`src/rtl/inst_encoder_loader.sv`:
```
// RV32I descriptor encoder and instruction-memory loader.
// Ports: start/base_addr/word_cnt open a load; in_* is the descriptor
// stream (valid/ready); mem_*_I is the registered memory write port;
// format_out is the one-hot format of the written word; busy/done/err
// report load status.
module inst_encoder_loader #(
  parameter int CNT_W = 16
) (
  input  logic             clk,
  input  logic             rst,
  input  logic             start,
  input  logic [29:0]      base_addr,
  input  logic [CNT_W-1:0] word_cnt,
  input  logic             in_valid,
  output logic             in_ready,
  input  logic [22:0]      in_type,
  input  logic [4:0]       in_rd,
  input  logic [4:0]       in_rs1,
  input  logic [4:0]       in_rs2,
  input  logic [31:0]      in_imm,
  output logic             mem_wen_I,
  output logic [29:0]      mem_addr_I,
  output logic [31:0]      mem_wdata_I,
  output logic [4:0]       format_out,
  output logic             busy,
  output logic             done,
  output logic             err
);

  typedef enum logic [1:0] {
    S_IDLE,
    S_LOAD,
    S_DONE
  } state_t;

  localparam logic [4:0] FMT_R = 5'b10000;
  localparam logic [4:0] FMT_I = 5'b01000;
  localparam logic [4:0] FMT_S = 5'b00100;
  localparam logic [4:0] FMT_B = 5'b00010;
  localparam logic [4:0] FMT_J = 5'b00001;
  localparam logic [31:0] NOP = 32'h0000_0013;

  state_t           state_q, state_d;
  logic [CNT_W-1:0] rem_q, rem_d;
  logic [29:0]      addr_q, addr_d;
  logic             wen_q, wen_d;
  logic [29:0]      waddr_q, waddr_d;
  logic [31:0]      wdata_q, wdata_d;
  logic [4:0]       fmt_q, fmt_d;
  logic             err_q, err_d;

  logic        hs;
  logic        legal;
  logic [22:0] oh;
  logic [6:0]  op;
  logic [2:0]  f3;
  logic [6:0]  f7;
  logic        shift;
  logic [4:0]  fmt;
  logic [31:0] word;

  // Exactly one bit set; illegal types are masked so the decoder
  // below only ever sees a true one-hot or zero.
  assign legal = (in_type != 23'd0) &&
                 ((in_type & (in_type - 23'd1)) == 23'd0);
  assign oh = legal ? in_type : 23'd0;

  always_comb begin
    op    = 7'h13;
    f3    = 3'd0;
    f7    = 7'h00;
    shift = 1'b0;
    fmt   = FMT_I;
    unique case (1'b1)
      oh[22]: begin op = 7'h6f; fmt = FMT_J; end
      oh[21]: begin op = 7'h67; end
      oh[20]: begin op = 7'h63; fmt = FMT_B; end
      oh[19]: begin op = 7'h63; f3 = 3'd1; fmt = FMT_B; end
      oh[18]: begin op = 7'h03; f3 = 3'd2; end
      oh[17]: begin op = 7'h23; f3 = 3'd2; fmt = FMT_S; end
      oh[16]: begin f3 = 3'd0; end
      oh[15]: begin f3 = 3'd2; end
      oh[14]: begin f3 = 3'd4; end
      oh[13]: begin f3 = 3'd6; end
      oh[12]: begin f3 = 3'd7; end
      oh[11]: begin f3 = 3'd1; shift = 1'b1; end
      oh[10]: begin f3 = 3'd5; shift = 1'b1; end
      oh[9]: begin
        f3 = 3'd5; f7 = 7'h20; shift = 1'b1;
      end
      oh[8]: begin op = 7'h33; fmt = FMT_R; end
      oh[7]: begin op = 7'h33; f7 = 7'h20; fmt = FMT_R; end
      oh[6]: begin op = 7'h33; f3 = 3'd1; fmt = FMT_R; end
      oh[5]: begin op = 7'h33; f3 = 3'd2; fmt = FMT_R; end
      oh[4]: begin op = 7'h33; f3 = 3'd4; fmt = FMT_R; end
      oh[3]: begin op = 7'h33; f3 = 3'd5; fmt = FMT_R; end
      oh[2]: begin
        op = 7'h33; f3 = 3'd5; f7 = 7'h20; fmt = FMT_R;
      end
      oh[1]: begin op = 7'h33; f3 = 3'd6; fmt = FMT_R; end
      oh[0]: begin op = 7'h33; f3 = 3'd7; fmt = FMT_R; end
      default: begin end
    endcase
  end

  always_comb begin
    word = NOP;
    unique case (fmt)
      FMT_R: word = {f7, in_rs2, in_rs1, f3, in_rd, op};
      FMT_I: begin
        if (shift) begin
          word = {f7, in_imm[4:0], in_rs1, f3, in_rd, op};
        end else begin
          word = {in_imm[11:0], in_rs1, f3, in_rd, op};
        end
      end
      FMT_S: word = {in_imm[11:5], in_rs2, in_rs1, f3,
                     in_imm[4:0], op};
      FMT_B: word = {in_imm[12], in_imm[10:5], in_rs2, in_rs1,
                     f3, in_imm[4:1], in_imm[11], op};
      FMT_J: word = {in_imm[20], in_imm[10:1], in_imm[11],
                     in_imm[19:12], in_rd, op};
      default: word = NOP;
    endcase
    if (!legal) word = NOP;
  end

  assign in_ready = (state_q == S_LOAD);
  assign busy     = (state_q == S_LOAD);
  assign done     = (state_q == S_DONE);
  assign hs       = in_valid & in_ready;

  always_comb begin
    state_d = state_q;
    rem_d   = rem_q;
    addr_d  = addr_q;
    wen_d   = 1'b0;
    waddr_d = waddr_q;
    wdata_d = wdata_q;
    fmt_d   = fmt_q;
    err_d   = err_q;
    unique case (state_q)
      S_IDLE: begin
        if (start) begin
          addr_d  = base_addr;
          rem_d   = word_cnt;
          err_d   = 1'b0;
          state_d = (word_cnt == '0) ? S_DONE : S_LOAD;
        end
      end
      S_LOAD: begin
        if (hs) begin
          wen_d   = 1'b1;
          waddr_d = addr_q;
          wdata_d = word;
          fmt_d   = legal ? fmt : FMT_I;
          addr_d  = addr_q + 30'd1;
          rem_d   = rem_q - 1'b1;
          if (!legal) err_d = 1'b1;
          if (rem_q == CNT_W'(1)) state_d = S_DONE;
        end
      end
      S_DONE: state_d = S_IDLE;
      default: state_d = S_IDLE;
    endcase
  end

  always_ff @(posedge clk) begin
    if (rst) begin
      state_q <= S_IDLE;
      rem_q   <= '0;
      addr_q  <= '0;
      wen_q   <= 1'b0;
      waddr_q <= '0;
      wdata_q <= '0;
      fmt_q   <= '0;
      err_q   <= 1'b0;
    end else begin
      state_q <= state_d;
      rem_q   <= rem_d;
      addr_q  <= addr_d;
      wen_q   <= wen_d;
      waddr_q <= waddr_d;
      wdata_q <= wdata_d;
      fmt_q   <= fmt_d;
      err_q   <= err_d;
    end
  end

  assign mem_wen_I   = wen_q;
  assign mem_addr_I  = waddr_q;
  assign mem_wdata_I = wdata_q;
  assign format_out  = fmt_q;
  assign err         = err_q;

endmodule

```
`config.mk`:
```
export PLATFORM = sky130hd
export DESIGN_NAME = inst_encoder_loader
export DESIGN_NICKNAME = d
export VERILOG_FILES = /design/src/rtl/inst_encoder_loader.sv
export SDC_FILE = /design/constraint.sdc
export NUM_CORES = 1
export LEC_CHECK = 0
export ABC_AREA = 0
export CELL_PAD_IN_SITES_DETAIL_PLACEMENT = 1
export CELL_PAD_IN_SITES_GLOBAL_PLACEMENT = 1
export CORE_MARGIN = 2
export CORE_UTILIZATION = 36
export CTS_CLUSTER_SIZE = 14
export DETAILED_ROUTE_END_ITERATION = 12
export PLACE_DENSITY = 0.95
export SYNTH_ARGS = -nofsm -noshare
export SYNTH_HDL_FRONTEND = slang
export SYNTH_SLANG_ARGS = --single-unit
```
`constraint.sdc`:
```
create_clock -name clk -period 4.55 [get_ports clk]
set_input_delay 0.91 -clock clk [delete_from_list [all_inputs] [get_ports clk]]
set_output_delay 0.91 -clock clk [all_outputs]
set_load 0.01 [all_outputs]
```
# Word level (Yosys, flattened, before mapping)
# Index checks and enable logic that the tools add are counted.
# word_totals
ff_bits	117
in_bits	120
wordCells	73
# classes
add_sub_neg	3
eq_ne	12
mux	26
bitwise_logic	3
reduce_logical	21
# ops
operator	count
$pmux 32 s5	1
$mux 32	2
$mux 30	2
$pmux 30 s2	1
$pmux 7 s6	1
$mux 16	2
$pmux 16 s2	1
$add 30x1->30 const B	1
$and 23x23->23	1
$logic_not 23->1	1
$mux 23	1
$reduce_bool 23->1	1
$sub 23x1->23 const B	1
$pmux 5 s4	1
$pmux 3 s6	1
$eq 16x1->1 const B	1
$logic_not 16->1	1
$sub 16x1->16 const B	1
$reduce_or 2->1	5
$reduce_or 3->1	3
$reduce_or 9->1	1
$mux 2	4
$reduce_or 4->1	2
$mux 6	1
21 further kinds	28

# Logic depth before layout (Yosys ltp)
# Gate-level depths: netlist of the first run.
# depth
word_depth	10
depth_mapped	10

# Worst setup path after synthesis of the first run
# OpenSTA, ideal clock, no wires.
# synth_path
kind	input to register
startpoint	input in_type[12]
endpoint	register fmt_q[3], in the netlist format_out[3]
setup_time_ns	0.119
t_arrival_ns	2.894
required_ns	4.431
setup_slack_ns	1.538
stages	7
n_path_buf	1
cell_sequence	or3_4 -> or3_1 -> a211o_1 -> nor4_4 -> nand3_4 -> buf_6 -> o221a_1
# synth_via
elab_chain_len	8
word_cells_on_any_way	10
# synth_lines
item	line_no	rtl
from (decl)	16	input logic [22:0] in_type,
$sub 23x1->23	65	((in_type & (in_type - 23'd1)) == 23'd0);
$and 23x23->23	65	
$logic_not 23->1	65	
$logic_and 1x1->1 *	64	assign legal = (in_type != 23'd0) &&
$mux 23	66	assign oh = legal ? in_type : 23'd0;
$reduce_or 9->1 (no source line) / $reduce_or 2->1 (equally long branches)	n/a	
$pmux 5 s4	74	unique case (1'b1)
$mux 5 *	156	fmt_d = legal ? fmt : FMT_I;
to (signal assigned)	185	fmt_q <= fmt_d;
to (decl)	49	logic [4:0] fmt_q, fmt_d;
# Mark *: on every way between the ends. The rest lies on a longest branch, timed or not.
# A chain may end at the register's enable or synchronous reset.

# Worst setup path in the final report of the first run
# layout_path
startpoint	input in_type[5]
endpoint	register fmt_q[0], in the netlist format_out[0]
# layout_via
elab_chain_len	8
word_cells_on_any_way	10
# layout_lines
item	line_no
$sub 23x1->23	65
$and 23x23->23	65
$logic_not 23->1	65
$logic_and 1x1->1	64
$mux 23	66
$reduce_or 9->1 (no source line) / $reduce_or 2->1 (equally long branches)	n/a
$pmux 5 s4	74
$mux 5 *	156
# Marked as above.

==> results of run 1 <==
## worst min path at each step
stage	start	end	slack, ps	depth (start not counted)
3_5_place_dp	mem_wdata_I[28]	mem_wdata_I[28]	430	2
6_report	mem_wdata_I[28]	mem_wdata_I[28]	430	2
2_1_floorplan	state_q[1]	state_q[1]	430	1
3_3_place_gp	mem_wdata_I[28]	mem_wdata_I[28]	430	2
4_1_cts	mem_wdata_I[28]	mem_wdata_I[28]	440	2
5_1_grt	mem_wdata_I[29]	mem_wdata_I[29]	470	2
## state kept, by name (all words and copies together) (netlist names)
signal       cells
mem_addr_I      30
mem_wen_I        1
state_q          2
addr_q          30
rem_q           16
mem_wdata_I     31
format_out       5
err              1
## power by group
group / total (mW) / switching, mW / internal [mW]
Combinational: 0.631 / 0.366 / 0.264
Sequential: 1.17 / 0.0863 / 1.09
Clock: 1.29 / 0.455 / 0.831
## metal layers
metal,routed length (um),track usage,vias up
li1,-,-,3164
met1,9940,0.324,3390
met2,12600,0.485,267
met3,1490,0.0743,95
met4,1300,0.170,2
met5,11,0,-
## cells in the mapped netlist, drive strengths merged, types with 4 or more instances
| master | number |
|---|---|
| a21oi | 84 |
| and4 | 4 |
| o31ai | 32 |
| o21ai | 41 |
| and2 | 4 |
| clkbuf | 48 |
| a22oi | 5 |
| or4 | 7 |
| a211oi | 18 |
| nor2 | 73 |
| nor2b | 4 |
| a31oi | 6 |
| nand4 | 23 |
| nor4b | 5 |
| nand3 | 18 |
| nor4 | 17 |
| dfxtp | 116 |
| buf | 12 |
| or3 | 8 |
| nand2 | 142 |
| and3 | 8 |
| o21a | 4 |
| inv | 10 |
| nor3 | 21 |
| o22ai | 8 |
| mux2i | 14 |
## kinds of logic after synthesis
logic type	Yosys count	synth area share
simple gates	340	0.271
compound gates	232	0.259
flops	116	0.387
buf+inv	71	0.0497
mux	14	0.0234
fa+ha+maj	5	0.00960
## layout make-up
cell class,count,area [sq um],share of cell area
repair buffers,196,1930,0.227
flip-flops and latches,116,2320,0.273
clock buffers,22,474,0.0557
diodes,2,5.00,0.000588
inverters,11,41.3,0.00485
clock inverters,6,80.1,0.00941
well taps,220,275,0.0323
multi-input cells,591,3380,0.397
## metrics by stage
step / std cells / hold WS (ps)
2_1_floorplan: 778 / 428
3_3_place_gp: 1134 / 427
3_5_place_dp: 1134 / 430
4_1_cts: 1162 / 437
5_1_grt: 1164 / 465
6_report: 1164 / 435
## worst max-delay path, delay by kind of cell
family | cells | cell delay (ps)
simple gates | 4 | 1490
buf+inv | 2 | 750
compound gates | 2 | 790
==> summary.md, run 1 <==
| Metric | Value |
|---|---|
| Outcome | `finished, final reports clean` |
| Clock Sinks | `116` |
| Leak Pwr | `2.93 nW` |
| Critical path endpoint | `format_out[0]` |
| Critical path origin | `in_type[5]` |
| Via density | `5.94` |
| EDFF count, synth | `0` |
| WP data arrival | `3940 ps` |
| Crit path required time | `4840 ps` |
| Yosys top cell area share | `0.387` |
| Area leader, netlist | `dfxtp_1` |
| Cell Area, Synth | `5990 sq um` |
| Final worst slack | `901 ps` |
| Design area | `8510 sq um` |
| Root Driver | `clkbuf_16` |
| Routability cong. | `0.918` |
| Die Height | `133 um` |
| DP Worst Slack | `599 ps` |
| Main synth FF type | `dfxtp_1` |
| Syn nets | `901` |
| Ys async rst share | `0` |
| Cell row count | `47` |
| Worst path cell trace | `clkdlybuf4s50_1 > nor4_1 > nand4_1 > o32ai_1 > and4_1 > nand3_4 > buf_12 > o31ai_1` |
| Die Area | `17700 sq um` |
| Area Growth Syn to Fin | `42.0%` |
| CP Class | `in -> reg` |
| Post_cts resized | `0` |
| Final ANT Viol Nets | `0` |
| Setup Skew | `8.75 ps` |
| Die Width | `133 um` |
| Hold Buf Count CTS | `0` |
| Final period utilization | `0.802` |
| R2R Path Start | `addr_q[7]` |
| Clk_lat worst skew | `420 ps` |
| GRT Util Overall | `0.286` |
| Synthesized area per cell | `7.70 sq um` |
| Fillers | `1939` |
| Min Tclk post-route | `3650 ps` |
| Critical path's largest stage delay | `530 ps` |
| First-pass GRT wire length | `39.8 mm` |
| Layout cell share with drive strength beyond 1 | `0.0775` |
| Max Fanout on Critical Path | `26` |
| Most frequent cells in the layout | `179 x clkdlybuf4s50_1, 142 x nand2_1, 116 x dfxtp_1` |
| Num CTS Buffers | `17` |
| Synth top area cells | `dfxtp_1 39%, nand2_1 8.9%, a21oi_1 7.0%` |
| First DRT Iteration DRCs | `429` |
| Dpl cell area | `7950 sq um` |
| Initial core utilization | `0.365` |
| I/O Buffers | `180` |
| Least-Margin Pin Slew | `923 ps` |
| Yosys reg bits | `116` |
| Netlist cell types | `64` |
| Min-delay worst type | `reg -> reg` |
| CORE AREA | `16400 sq um` |
| # H-tree levels | `4` |
| Clk pin slew, worst setup/hold paths | `60 ps` |
| R2R setup slack | `1850 ps` |
| Final Power | `3.09 mW` |
| Sequential area share after synthesis | `0.387` |
| Nature of the critical path startpoint | `input pin` |
| CP Capture Type | `register` |
| Final Util | `0.519` |
| Vias in the first global route | `7166` |
| Nets | `1056` |
| RSZ-0062 raised after global routing | `false` |
| Worst Reg-to-Reg Cells | `6` |
| Endpoints failing setup | `0` |
| Pwr Density | `363 nW/um^2` |
| Top Ports | `192` |
| Detailed Routing Iterations Pass 1 | `5` |
| GRT overflow | `0` |
| Post-CTS setup buffers | `0` |
| DP Wirelength | `16.8 mm` |
| # Max-Cap Violations | `0` |
| Synth warn | `0` |
| Syn Inst Count | `778` |
| Reg2reg end | `addr_q[29]` |
| Final Hold Fails | `0` |
| Remaining DRCs | `0` |
| Commonest non-fill, non-tap cell in the layout | `clkdlybuf4s50_1` |
| CTS tree | `done` |
| Vias after detailed routing | `6918` |
| Initial antenna violation count | `3` |
| Final Max Tran Viols | `0` |
| Peak supply drop | `0.276 mV` |
| TNS Setup | `0 ps` |
| Achievable Freq | `274 MHz` |
| Clock buffer depth | `2` |
| Max_slew headroom | `0.369` |
| Largest net degree at the start of global routing | `70` |
| Post-Route WL | `25.4 mm` |
| Slowest cell on crit path | `clkdlybuf4s50_1` |
| DR WL/cell | `21.8 um` |
No activity file was read; power rests on OpenSTA's default activity.
==> run 2, diff against run 1 <==
- CORE_UTILIZATION: 36 -> 33
- PLACE_DENSITY: 0.95 -> 0.89
- clock period: 4.55 -> 3.36 ns (I/O delays scaled with it)
==> run 2 against run 1 <==
  * Combinational power up 36%
  * Clock-buffer cell count down 4
  * Highest routed layer is now met4
  * Worst hold slack improved by 11 ps
  * Cell count is 2.8% higher
  * Largest cell class unchanged
==> summary.md, run 2 (synthesis results as in run 1) <==
| Metric | Value |
|---|---|
| Met1 Usage GRT | `0.282` |
| Slowest cell on crit path | `clkdlybuf4s50_1` |
| Critical path's largest stage delay | `460 ps` |
| Setup Skew | `6.84 ps` |
| Largest net degree at the start of global routing | `70` |
| Hold Buf Count CTS | `0` |
| Clk pin slew, worst setup/hold paths | `60 ps` |
| # H-tree levels | `4` |
| Endpoints failing setup | `0` |
| Num CTS Buffers | `17` |
| Sequential share of power | `0.353` |
| Global routing's busiest layer | `met2` |
| Nets | `1074` |
| Cell row count | `49` |
| CTS tree | `done` |
| Kind of cell adding the most delay to the critical path | `simple AND/OR/NAND/NOR gates` |
| Switching Share | `0.291` |
| Pwr Density | `512 nW/um^2` |
| Crit path required time | `3690 ps` |
| Die Area | `19300 sq um` |
| Post-Route WL | `22.6 mm` |
| Max reg flops | `31` |
| Root Driver | `clkbuf_16` |
| Max_slew headroom | `0.548` |
| CP Class | `in -> reg` |
| Nature of the critical path startpoint | `input pin` |
| Buf/Inv on CP | `2` |
| DP Wirelength | `15.6 mm` |
| CORE AREA | `17900 sq um` |
| Logic pwr share | `0.190` |
| Via density | `5.57` |
| R2R setup slack | `940 ps` |
| Die Height | `139 um` |
| Final Util | `0.490` |
| Routability cong. | `0.856` |
| Die Width | `139 um` |
| Vias in the first global route | `6882` |
| Met3 Use GR | `0.0428` |
| Area Growth Syn to Fin | `46.3%` |
| Initial core utilization | `0.335` |
| Final period utilization | `0.881` |
| # Max-Cap Violations | `0` |
| CP Capture Type | `register` |
| Flip-flop and latch area | `2320 sq um` |
| Min-delay worst type | `reg -> reg` |
| First DRT Iteration DRCs | `446` |
| Final Max Tran Viols | `0` |
| Worst path cell trace | `clkdlybuf4s50_1 > or3_4 > or3_1 > a211o_1 > nor4_4 > nand3_4 > buf_12 > o31ai_1` |
| Clock buffer depth | `2` |
| Multi-input logic area | `3380 sq um` |
| Post_cts resized | `0` |
| Fillers | `2121` |
| Vias after detailed routing | `6670` |
| Clk_lat worst skew | `420 ps` |
| I/O Buffers | `180` |
| Outcome | `finished, final reports clean` |
| Initial antenna violation count | `4` |
| Detailed Routing Iterations Pass 1 | `6` |
| RSZ-0062 raised after global routing | `false` |
| Min Tclk post-route | `2960 ps` |
| Internal | `3.19 mW` |
| Leak Pwr | `3.06 nW` |
| GRT Util Overall | `0.231` |
| Layout cell share with drive strength beyond 1 | `0.101` |
| First-pass GRT wire length | `36.3 mm` |
| Peak supply drop | `0.377 mV` |
| Top Ports | `192` |
| Final ANT Viol Nets | `0` |
| Commonest non-fill, non-tap cell in the layout | `clkdlybuf4s50_1` |
| Most frequent cells in the layout | `179 x clkdlybuf4s50_1, 142 x nand2_1, 116 x dfxtp_1` |
| Achievable Freq | `338 MHz` |
| Final Hold Fails | `0` |
| Least-Margin Pin Slew | `677 ps` |
| Clk pwr share | `0.457` |
| DR WL/cell | `18.8 um` |
| Remaining DRCs | `0` |
| Grt met2 use | `0.403` |
| Post-CTS setup buffers | `0` |
| Clock Sinks | `116` |
| Sw power | `1.31 mW` |
| WP data arrival | `3290 ps` |
| GRT overflow | `0` |
| TNS Setup | `0 ps` |
| Max Fanout on Critical Path | `26` |
run 2: cell types whose count changed in the layout (fill, tap and decap cells not counted), moves of 2 or more:
cell       previous run  this run
buf_4                15        33
clkinv_4              0         4
bufinv_16             2         5
clkinv_2              4         1
inv_6                 0         3
clkbuf_1              2         0
clkbuf_8              3         1
diode_2               2         4
run 2: final timing paths:
kind | cells past startpoint | start | endpoint
setup / recovery | 8 | in_type[13] | mem_wdata_I[19]
hold / removal | 2 | mem_wdata_I[27] | mem_wdata_I[27]
setup reg to reg | 9 | state_q[1] | mem_wdata_I[5]
hold reg to reg | 2 | mem_wdata_I[27] | mem_wdata_I[27]
run 2: final cells by class:
cell class / instances / area share
flip-flops and latches: 116 / 0.265
clock inverters: 14 / 0.0255
well taps: 229 / 0.0327
inverters: 11 / 0.00471
repair buffers: 214 / 0.235
diodes: 4 / 0.00114
clock buffers: 18 / 0.0501
multi-input cells: 591 / 0.386
run 2: metal layers:
layer | up-vias | part of all wire
met3 | 39 | 0.038
met5 | - | 0
met4 | 0 | 0.023
li1 | 3199 | -
met1 | 3278 | 0.43
met2 | 154 | 0.51
run 2: worst min-delay path: cells and delay by family, from the launching register on:
kind,cells,cell delay (ps)
and+or+nand+nor,2,90
DFF,1,310
run 2: power groups by stage:
| stage | clock network (mW) | logic, mW | registers, mW |
|---|---|---|---|
| 3_3_place_gp | 0 | 0.811 | 1.60 |
| 5_1_grt | 2.13 | 0.948 | 1.60 |
| 6_report | 2.05 | 0.856 | 1.59 |
| 4_1_cts | 2.08 | 0.856 | 1.58 |
| 3_5_place_dp | 0 | 0.839 | 1.61 |
| 2_1_floorplan | 0 | 0.499 | 1.58 |
run 2: per-stage QoR:
stage               area, sq um  worst slack, ps  total power, mW  hold WS [ps]  std cells
floorplan                  5990              586             2.08           428        778
global placement           8100             65.3             2.41           426       1161
detailed placement         8100            -12.2             2.45           439       1161
CTS                        8760              417             4.52           446       1193
global route               8770              217             4.68           472       1196
finish                     8770              399             4.49           446       1197
